--- src/rtl/fifo_byte_serializer_if.sv ---
// fifo_byte_serializer_if
//   Bundles the FIFO read side and the byte-stream side of the serializer.
//   master : the serializer (pops the FIFO, drives the byte stream).
//   slave  : the environment (FIFO + byte sink).
//
//   FIFO side : fifo_re is a one-cycle read strobe; fifo_data is the FIFO's
//               registered output and is valid the cycle after the strobe;
//               fifo_empty says whether a read is allowed.
//   Byte side : a byte transfers on a rising edge where tx_valid && tx_ready.
//               Once tx_valid is high, tx_data/tx_last stay stable until that
//               transfer. tx_ready is ignored while tx_valid is low.
//   Status    : busy (not idle) and word_count (words fully sent, wrapping).
interface fifo_byte_serializer_if #(
    parameter int CNT_W = 16
);
    logic             fifo_empty;
    logic [31:0]      fifo_data;
    logic             fifo_re;
    logic [7:0]       tx_data;
    logic             tx_valid;
    logic             tx_ready;
    logic             tx_last;
    logic             busy;
    logic [CNT_W-1:0] word_count;

    modport master (
        input  fifo_empty, fifo_data, tx_ready,
        output fifo_re, tx_data, tx_valid, tx_last, busy, word_count
    );

    modport slave (
        output fifo_empty, fifo_data, tx_ready,
        input  fifo_re, tx_data, tx_valid, tx_last, busy, word_count
    );
endinterface

--- src/rtl/fifo_byte_serializer.sv ---
// fifo_byte_serializer
//   Pops 32-bit words from a synchronous FIFO and sends each one as four
//   bytes on a valid/ready stream, marking the 4th byte with tx_last and
//   counting completed words.
// Ports:
//   clk       : rising-edge clock
//   reset     : asynchronous, active-high reset
//   bus       : fifo_byte_serializer_if.master (FIFO read side, byte stream,
//               busy, word_count)
//   dbg_state : current FSM state (0 IDLE, 1 READ, 2 CAPTURE, 3 SEND)
// Every output is a flop; nothing combinational reaches an output.
module fifo_byte_serializer #(
    parameter bit BIG_ENDIAN = 1'b0,
    parameter int CNT_W      = 16
) (
    input  logic                          clk,
    input  logic                          reset,
    fifo_byte_serializer_if.master        bus,
    output logic [1:0]                    dbg_state
);

    typedef enum logic [1:0] {
        IDLE    = 2'd0,
        READ    = 2'd1,
        CAPTURE = 2'd2,
        SEND    = 2'd3
    } state_t;

    state_t           state_q, state_d;
    logic             fifo_re_q, fifo_re_d;
    logic [7:0]       tx_data_q, tx_data_d;
    logic             tx_valid_q, tx_valid_d;
    logic             tx_last_q, tx_last_d;
    logic             busy_q, busy_d;
    logic [CNT_W-1:0] word_count_q, word_count_d;
    logic [1:0]       idx_q, idx_d;
    logic [31:0]      shift_q, shift_d;

    always_comb begin
        state_d      = state_q;
        fifo_re_d    = 1'b0;
        tx_data_d    = tx_data_q;
        tx_valid_d   = tx_valid_q;
        tx_last_d    = tx_last_q;
        busy_d       = busy_q;
        word_count_d = word_count_q;
        idx_d        = idx_q;
        shift_d      = shift_q;

        case (state_q)
            IDLE: begin
                // The strobe is registered, so it is raised on the way into
                // READ and is high for exactly the READ cycle.
                if (!bus.fifo_empty) begin
                    state_d   = READ;
                    fifo_re_d = 1'b1;
                    busy_d    = 1'b1;
                end
            end
            READ: begin
                state_d = CAPTURE;
            end
            CAPTURE: begin
                shift_d    = bus.fifo_data;
                idx_d      = 2'd0;
                tx_valid_d = 1'b1;
                tx_last_d  = 1'b0;
                tx_data_d  = BIG_ENDIAN ? bus.fifo_data[31:24] : bus.fifo_data[7:0];
                state_d    = SEND;
            end
            SEND: begin
                if (bus.tx_ready) begin
                    if (idx_q != 2'd3) begin
                        // The byte on tx_data is always the edge byte of
                        // shift_q; the next one sits right beside it.
                        idx_d     = idx_q + 2'd1;
                        shift_d   = BIG_ENDIAN ? (shift_q << 8) : (shift_q >> 8);
                        tx_data_d = BIG_ENDIAN ? shift_q[23:16] : shift_q[15:8];
                        tx_last_d = (idx_q == 2'd2);
                    end else begin
                        tx_valid_d   = 1'b0;
                        tx_last_d    = 1'b0;
                        idx_d        = 2'd0;
                        busy_d       = 1'b0;
                        word_count_d = word_count_q + CNT_W'(1);
                        state_d      = IDLE;
                    end
                end
            end
            default: begin
                state_d = IDLE;
            end
        endcase
    end

    always_ff @(posedge clk or posedge reset) begin
        if (reset) begin
            state_q      <= IDLE;
            fifo_re_q    <= 1'b0;
            tx_data_q    <= 8'h00;
            tx_valid_q   <= 1'b0;
            tx_last_q    <= 1'b0;
            busy_q       <= 1'b0;
            word_count_q <= '0;
            idx_q        <= 2'd0;
            shift_q      <= 32'h0;
        end else begin
            state_q      <= state_d;
            fifo_re_q    <= fifo_re_d;
            tx_data_q    <= tx_data_d;
            tx_valid_q   <= tx_valid_d;
            tx_last_q    <= tx_last_d;
            busy_q       <= busy_d;
            word_count_q <= word_count_d;
            idx_q        <= idx_d;
            shift_q      <= shift_d;
        end
    end

    assign bus.fifo_re    = fifo_re_q;
    assign bus.tx_data    = tx_data_q;
    assign bus.tx_valid   = tx_valid_q;
    assign bus.tx_last    = tx_last_q;
    assign bus.busy       = busy_q;
    assign bus.word_count = word_count_q;
    assign dbg_state      = state_q;

endmodule

--- src/flat_wrapper.sv ---
// flat-port wrapper written by rule: the top's interface ports become plain ports
module fifo_byte_serializer_flat 
#(
    parameter bit BIG_ENDIAN = 1'b0,
    parameter int CNT_W      = 16
)
  (clk, reset, dbg_state, bus_fifo_empty, bus_fifo_data, bus_tx_ready, bus_fifo_re, bus_tx_data, bus_tx_valid, bus_tx_last, bus_busy, bus_word_count);
  fifo_byte_serializer_if #(.CNT_W(CNT_W)) bus_i ();
  input  logic clk;
  input  logic reset;
  output logic [1:0] dbg_state;
  input wire logic [$bits(bus_i.fifo_empty)-1:0] bus_fifo_empty;
  input wire logic [$bits(bus_i.fifo_data)-1:0] bus_fifo_data;
  input wire logic [$bits(bus_i.tx_ready)-1:0] bus_tx_ready;
  output wire logic [$bits(bus_i.fifo_re)-1:0] bus_fifo_re;
  output wire logic [$bits(bus_i.tx_data)-1:0] bus_tx_data;
  output wire logic [$bits(bus_i.tx_valid)-1:0] bus_tx_valid;
  output wire logic [$bits(bus_i.tx_last)-1:0] bus_tx_last;
  output wire logic [$bits(bus_i.busy)-1:0] bus_busy;
  output wire logic [$bits(bus_i.word_count)-1:0] bus_word_count;
  assign bus_i.fifo_empty = bus_fifo_empty;
  assign bus_i.fifo_data = bus_fifo_data;
  assign bus_i.tx_ready = bus_tx_ready;
  assign bus_fifo_re = bus_i.fifo_re;
  assign bus_tx_data = bus_i.tx_data;
  assign bus_tx_valid = bus_i.tx_valid;
  assign bus_tx_last = bus_i.tx_last;
  assign bus_busy = bus_i.busy;
  assign bus_word_count = bus_i.word_count;
  fifo_byte_serializer #(.BIG_ENDIAN(BIG_ENDIAN), .CNT_W(CNT_W)) u_core (.clk(clk), .reset(reset), .bus(bus_i), .dbg_state(dbg_state));
endmodule
--- config.mk ---
export PLATFORM = sky130hd
export DESIGN_NAME = fifo_byte_serializer_flat
export DESIGN_NICKNAME = d
export VERILOG_FILES = /design/src/rtl/fifo_byte_serializer_if.sv /design/src/rtl/fifo_byte_serializer.sv /design/src/flat_wrapper.sv
export SDC_FILE = /design/constraint.sdc
export NUM_CORES = 1
export LEC_CHECK = 0
export ABC_CLOCK_PERIOD_IN_PS = 2150
export CAP_MARGIN = 20
export CORE_MARGIN = 2
export CORE_UTILIZATION = 49
export CTS_CLUSTER_DIAMETER = 120
export DETAILED_ROUTE_END_ITERATION = 12
export PLACE_DENSITY_LB_ADDON = 0.12
export SLEW_MARGIN = 20
export SYNTH_ARGS = -nofsm -noshare
export SYNTH_HDL_FRONTEND = slang
export SYNTH_SLANG_ARGS = --single-unit
--- constraint.sdc ---
create_clock -name clk -period 2.15 [get_ports clk]
set_input_delay 0.43 -clock clk [delete_from_list [all_inputs] [get_ports clk]]
set_output_delay 0.43 -clock clk [all_outputs]
set_load 0.02 [all_outputs]
==> key figures, run 1 <==
STA
  • RSZ-0062 raised after global routing: no
  • Final min period: 1850 ps
  • Peak Freq: 0.542 GHz
  • Worst-Margin Slew: 514 ps
  • Worst Skew: 5.86 ps
  • Hold Vio Cnt, Final: 0
  • Ratio of final minimum period to clock period: 85.8%
  • Final setup TNS: 0 ps
  • # setup viols final: 0
  • Max transition margin: 65.8%
  • Final worst slack: 305 ps
  • Final Slew Violations: 0

GRT
  • Vias in the first global route: 1,887
  • Initial antenna violation count: 0
  • Remaining Overflow, GRT: 0
  • Largest net degree at the start of global routing: 65
  • First-pass GRT wire length: 8.57 mm
  • GR Util All Layers: 17.7%

Layout
  • Area Growth Syn to Fin: 28.5%
  • Ant. Diodes: 0
  • Multi-input logic area: 1120 um^2
  • Number of fill cells: 475
  • Reg area: 1400 um^2
  • Final nets: 350
  • Share of cells above drive strength 1: 6.84%
  • Most frequent cells in the layout: clkdlybuf4s50_1, dfrtp_1, nand2_1
  • Commonest non-fill, non-tap cell in the layout: clkdlybuf4s50_1

Floorplanning
  • Number of placement rows: 27
  • Die area: 6110 um^2
  • Die Wd: 78.2 um
  • Die height: 78.2 um
  • Starting density of the core: 49.9%
  • Core region area: 5410 um^2
  • I/O Pins: 66

Place
  • Pre-CTS setup slack: 200 ps
  • Port Buffer Count: 65
  • DP HPWL: 3.53 mm
  • GP Congestion: 0.711

Clock network
  • Postcts setup bufs: 0
  • CTS buffer count: 5
  • Hold_buf cts: 0
  • Root Buffer: clkbuf_8
  • Clk sinks: 56
  • CTS tree: done
  • CTS clock-pin slew for the worst setup and hold paths: 100 ps
  • Clk_lat worst skew: 310 ps
  • Clock Path Buffers: 2
  • # H-tree levels: 2
  • Resize count post-CTS: 0

Min path
  • Hold Path Class: input port to asynchronous set/reset pin

Drt
  • Drt via density: 4.86
  • DRT Wirelength: 4.91 mm
  • Antenna-violating nets left: 0
  • Vias: 1,842
  • First-pass detailed-route iteration total: 2
  • Routed WL per cell: 12.9 um
  • DR iter-0 viols: 51
  • # DRC: 0

Critical path
  • Setup CP Type: flip-flop to output pin
  • R2R depth: 4
  • Crit path launch type: flip-flop
  • Crit path depth: 1
  • Critical-path top delay cell: clkdlybuf4s50_1
  • CP cell instances: clkdlybuf4s50_1
  • CP arrival: 1420 ps
  • CP delay by family, top: buffers and inverters
  • WP data required: 1720 ps
  • R2r endpoint: u_core.shift_q[11]$_DFFE_PP0P_
  • CP max stage delay: 640 ps
  • Critical path peak fanout: 6
  • CP Capture Type: output pin
  • Reg2reg start: u_core.dbg_state[1]$_DFFE_PP0P_
  • Worst reg2reg setup slack: 440 ps
  • Buf/Inv on CP: 1

Synthesis
  • Cells after Synth: 250
  • Async SR Flop Fraction: 100%
  • Top cells by area, synth: dfrtp_1, mux2i_1, o21ai_0
  • Number of synthesized flops with an enable pin: 0
  • Most used DFF post-synth: dfrtp_1
  • Unique masters post-synth: 32
  • Synth Warn #: 0
  • Synthesized cell area: 2700 um^2
  • Sequential share of the synthesized area: 52.0%
  • Syn avg cell area: 10.8 um^2
  • Share of the synthesized area in the top cell type: 52.0%
  • Net Count, Synth: 294
  • Synth area leader: dfrtp_1
  • Flop and latch count out of synthesis: 56

Power and ir drop
  • Pleak: 1.53 nW
  • Overall Power: 4.16 mW
  • Peak supply drop: 0.955 mV
  • PwrDens: 1200 nW/um^2

Job
  • Max Cap Viol: 0

Outcome
  • Outcome: finished clean
==> flip-flops by register name, indices dropped and copies added, names as in the netlist <==
register / count
u_core.shift_q: 25
u_core.bus.word_count: 16
u_core.bus.tx_data: 7
u_core.dbg_state: 2
u_core.idx_q: 2
u_core.bus.busy: 1
u_core.bus.fifo_re: 1
u_core.bus.tx_last: 1
u_core.bus.tx_valid: 1
==> cell families after synthesis <==
kind of cell    count (synthesis)  synth area share (%)
simple gates                   75                  13.5
flops                          56                  52.0
compound gates                 41                  8.26
mux                            28                  11.1
buf+inv                        27                  6.50
xor+xnor                       15                  4.87
fa+ha+maj                       8                  3.71
==> where the power goes <==
part | internal (mW) | leakage, nW | total, mW | switching, mW
combinational | 0.870 | 0.752 | 1.84 | 0.974
sequential | 1.42 | 0.723 | 1.63 | 0.213
clock | 0.345 | 0.0541 | 0.685 | 0.340
==> layout make-up <==
type / instances / area share [%]
flip-flops and latches: 56 / 40.5
inverters: 5 / 0.542
multi-input cells: 167 / 32.4
clock inverters: 3 / 1.23
clock buffers: 5 / 1.99
well taps: 72 / 2.60
repair buffers: 71 / 20.8
==> worst max path at each step <==
stage / startpoint / endpoint
floorplan: reset / u_core.bus.busy$_DFFE_PP0P_
global placement: bus_tx_ready / u_core.bus.word_count[15]$_DFFE_PP0P_
detailed placement: bus_tx_ready / u_core.bus.word_count[13]$_DFFE_PP0P_
CTS: u_core.bus.word_count[3]$_DFFE_PP0P_ / bus_word_count[3]
global route: u_core.bus.word_count[3]$_DFFE_PP0P_ / bus_word_count[3]
finish: u_core.bus.word_count[3]$_DFFE_PP0P_ / bus_word_count[3]
==> per-layer routing <==
metal	part of all wire (%)	vias up	global-route usage (%)
met2	46	41	28.8
met5	0	-	0
met1	48	848	23.8
met3	4.0	5	3.10
li1	-	948	-
met4	1.3	0	7.02
==> stage by stage <==
stage / cell area, um^2 / utilization, % / std cells / hold slack [ps]
after global placement: 3350 / 62.0 / 371 / 459
after global routing: 3460 / 64.1 / 379 / 452
after detailed placement: 3350 / 62.0 / 371 / 465
final: 3460 / 64.1 / 379 / 414
after CTS: 3460 / 64.1 / 379 / 428
after floorplan: 2700 / - / 250 / 448
==> Yosys cell counts, types with 2 or more instances <==
library cell  number
a21oi_1            2
a22o_1             2
and2_1             2
and3_1             3
and4_1             3
buf_2              6
buf_4              9
buf_6              4
clkbuf_2           2
dfrtp_1           56
ha_1               8
inv_1              5
mux2_2             2
mux2i_1           24
nand2_1           40
nand2b_1           9
nand3_1            7
nand4_1            4
nor2_1             3
o21ai_0           32
o21ai_1            2
o31ai_1            2
xnor2_1           14
No activity file was read; power rests on OpenSTA's default activity.
==> run 2, diff against run 1 <==
- CORE_UTILIZATION: 49 -> 29
==> run 2 against run 1 <==
  * Flip-flop and latch count stayed put
  * First-iteration DRC count up 47%
  * Design area grew 0.79%
  * Clock skew rose by 1.2 ps
  * Setup slack better by 9.7 ps
  * Cell count grew 9.8%
  * Total power down 1.0%
  * Largest cell class unchanged
  * Sequential share of layout area fell by 0.32 points
  * Combinational power grew 3%
  * Utilization is 26 points lower
==> key figures, run 2 (synthesis results as in run 1) <==
Outcome
  • Outcome: finished clean

Floorplanning
  • Number of placement rows: 35
  • Die area: 10,100 um^2
  • Die Wd: 100 um
  • Starting density of the core: 29.6%
  • I/O Pins: 66
  • Core region area: 9110 um^2
  • Die height: 100 um

GRT
  • Largest net degree at the start of global routing: 65
  • Met1 Use GR: 16.3%
  • GRT met3 Usage: 2.92%
  • Met2 Usage GRT: 17.6%
  • Initial antenna violation count: 0
  • Remaining Overflow, GRT: 0
  • GR Util All Layers: 11.6%
  • First-pass GRT wire length: 9.17 mm
  • Vias in the first global route: 1,799
  • Busiest layer in global routing: met2

STA
  • Final setup TNS: 0 ps
  • Peak Freq: 0.545 GHz
  • Final min period: 1840 ps
  • Ratio of final minimum period to clock period: 85.4%
  • Hold Vio Cnt, Final: 0
  • Worst Skew: 7.03 ps
  • Worst-Margin Slew: 312 ps
  • Max transition margin: 79.2%
  • # setup viols final: 0
  • Final Slew Violations: 0
  • RSZ-0062 raised after global routing: no

Place
  • Port Buffer Count: 65
  • Placed cell area: 3400 um^2
  • GP Congestion: 0.730
  • DP HPWL: 3.66 mm

Clock network
  • CTS tree: done
  • Root Buffer: clkbuf_8
  • Clk sinks: 56
  • CTS clock-pin slew for the worst setup and hold paths: 100 ps
  • Resize count post-CTS: 0
  • CTS buffer count: 5
  • Clock Path Buffers: 2
  • Hold_buf cts: 0
  • # H-tree levels: 2
  • Postcts setup bufs: 0
  • Clk_lat worst skew: 310 ps

Critical path
  • Worst setup path endpoint: dbg_state[1]
  • Reg2reg start: u_core.dbg_state[1]$_DFFE_PP0P_
  • Worst Setup SP: u_core.dbg_state[1]$_DFFE_PP0P_
  • R2r endpoint: u_core.bus.word_count[13]$_DFFE_PP0P_
  • Crit path depth: 1
  • Buf/Inv on CP: 1
  • Worst reg2reg setup slack: 390 ps
  • Setup CP Type: flip-flop to output pin
  • Critical-path top delay cell: clkdlybuf4s50_1
  • CP max stage delay: 650 ps
  • CP cell instances: clkdlybuf4s50_1
  • WP data required: 1720 ps
  • Crit path launch type: flip-flop
  • CP arrival: 1410 ps
  • CP delay by family, top: buffers and inverters
  • Critical path peak fanout: 6
  • R2R depth: 5
  • CP Capture Type: output pin

Layout
  • Area Growth Syn to Fin: 29.5%
  • Commonest non-fill, non-tap cell in the layout: clkdlybuf4s50_1
  • Share of cells above drive strength 1: 6.23%
  • Top reg by flops: u_core.shift_q
  • Final nets: 348
  • Max reg flops: 25
  • Final instance area: 3490 um^2
  • Fin util: 38.3%
  • Most frequent cells in the layout: clkdlybuf4s50_1, dfrtp_1, nand2_1
  • Ant. Diodes: 0

Power and ir drop
  • PwrDens: 1180 nW/um^2
  • Pleak: 1.51 nW
  • Peak supply drop: 0.614 mV

Drt
  • Drt via density: 4.45
  • DR iter-0 viols: 75
  • # DRC: 0
  • First-pass detailed-route iteration total: 4
  • Antenna-violating nets left: 0
  • DRT Wirelength: 5.47 mm
  • Vias: 1,853
  • Routed WL per cell: 13.2 um

Job
  • Max Cap Viol: 0

Min path
  • Hold Path Class: input port to asynchronous set/reset pin
==> run 2: changes by cell type in the layout (fill, tap and decap cells not counted), sizes merged <==
cell / before / now
buf: 6 / 4
bufinv: 1 / 0
clkinvlp: 1 / 2
==> run 2: worst min-delay path by stage <==
| stage | end | slack (ps) | cells after the start |
|---|---|---|---|
| 4_1_cts | u_core.bus.word_count[15]$_DFFE_PP0P_ | 480 | 1 |
| 5_1_grt | u_core.shift_q[23]$_DFFE_PP0P_ | 510 | 2 |
| 3_3_place_gp | u_core.bus.tx_data[2]$_DFFE_PP0P_ | 460 | 2 |
| 3_5_place_dp | u_core.bus.word_count[15]$_DFFE_PP0P_ | 470 | 1 |
| 6_report | u_core.bus.word_count[6]$_DFFE_PP0P_ | 470 | 3 |
| 2_1_floorplan | u_core.shift_q[29]$_DFFE_PP0P_ | 450 | 2 |
==> run 2: final cells by class <==
class / instances / area [um^2]
Tap cell: 111 / 139
Clock inverter: 3 / 23.8
Fill cell: 936 / 5620
Multi-Input combinational cell: 167 / 1120
Timing Repair Buffer: 69 / 718
Clock buffer: 5 / 68.8
Sequential cell: 56 / 1400
Inverter: 5 / 18.8
==> run 2: routing by layer <==
| metal | part of all wire [%] | vias to the layer above |
|---|---|---|
| li1 | - | 948 |
| met4 | 0.84 | 0 |
| met3 | 4.2 | 2 |
| met1 | 50 | 866 |
| met2 | 45 | 37 |
| met5 | 0 | - |
==> run 2: stage by stage <==
step                power [mW]  instances  hold slack [ps]  setup WS, ps
floorplan                 3.10        250              448           349
global placement          3.55        408              460           160
detailed placement        3.59        408              469           157
CTS                       4.20        416              483           294
global route              4.50        416              511           207
finish                    4.12        416              470           314
==> run 2: report_power, final <==
group | internal, mW | switching (mW)
clock network | 0.232 | 0.358
registers | 1.42 | 0.215
logic | 0.893 | 1.00
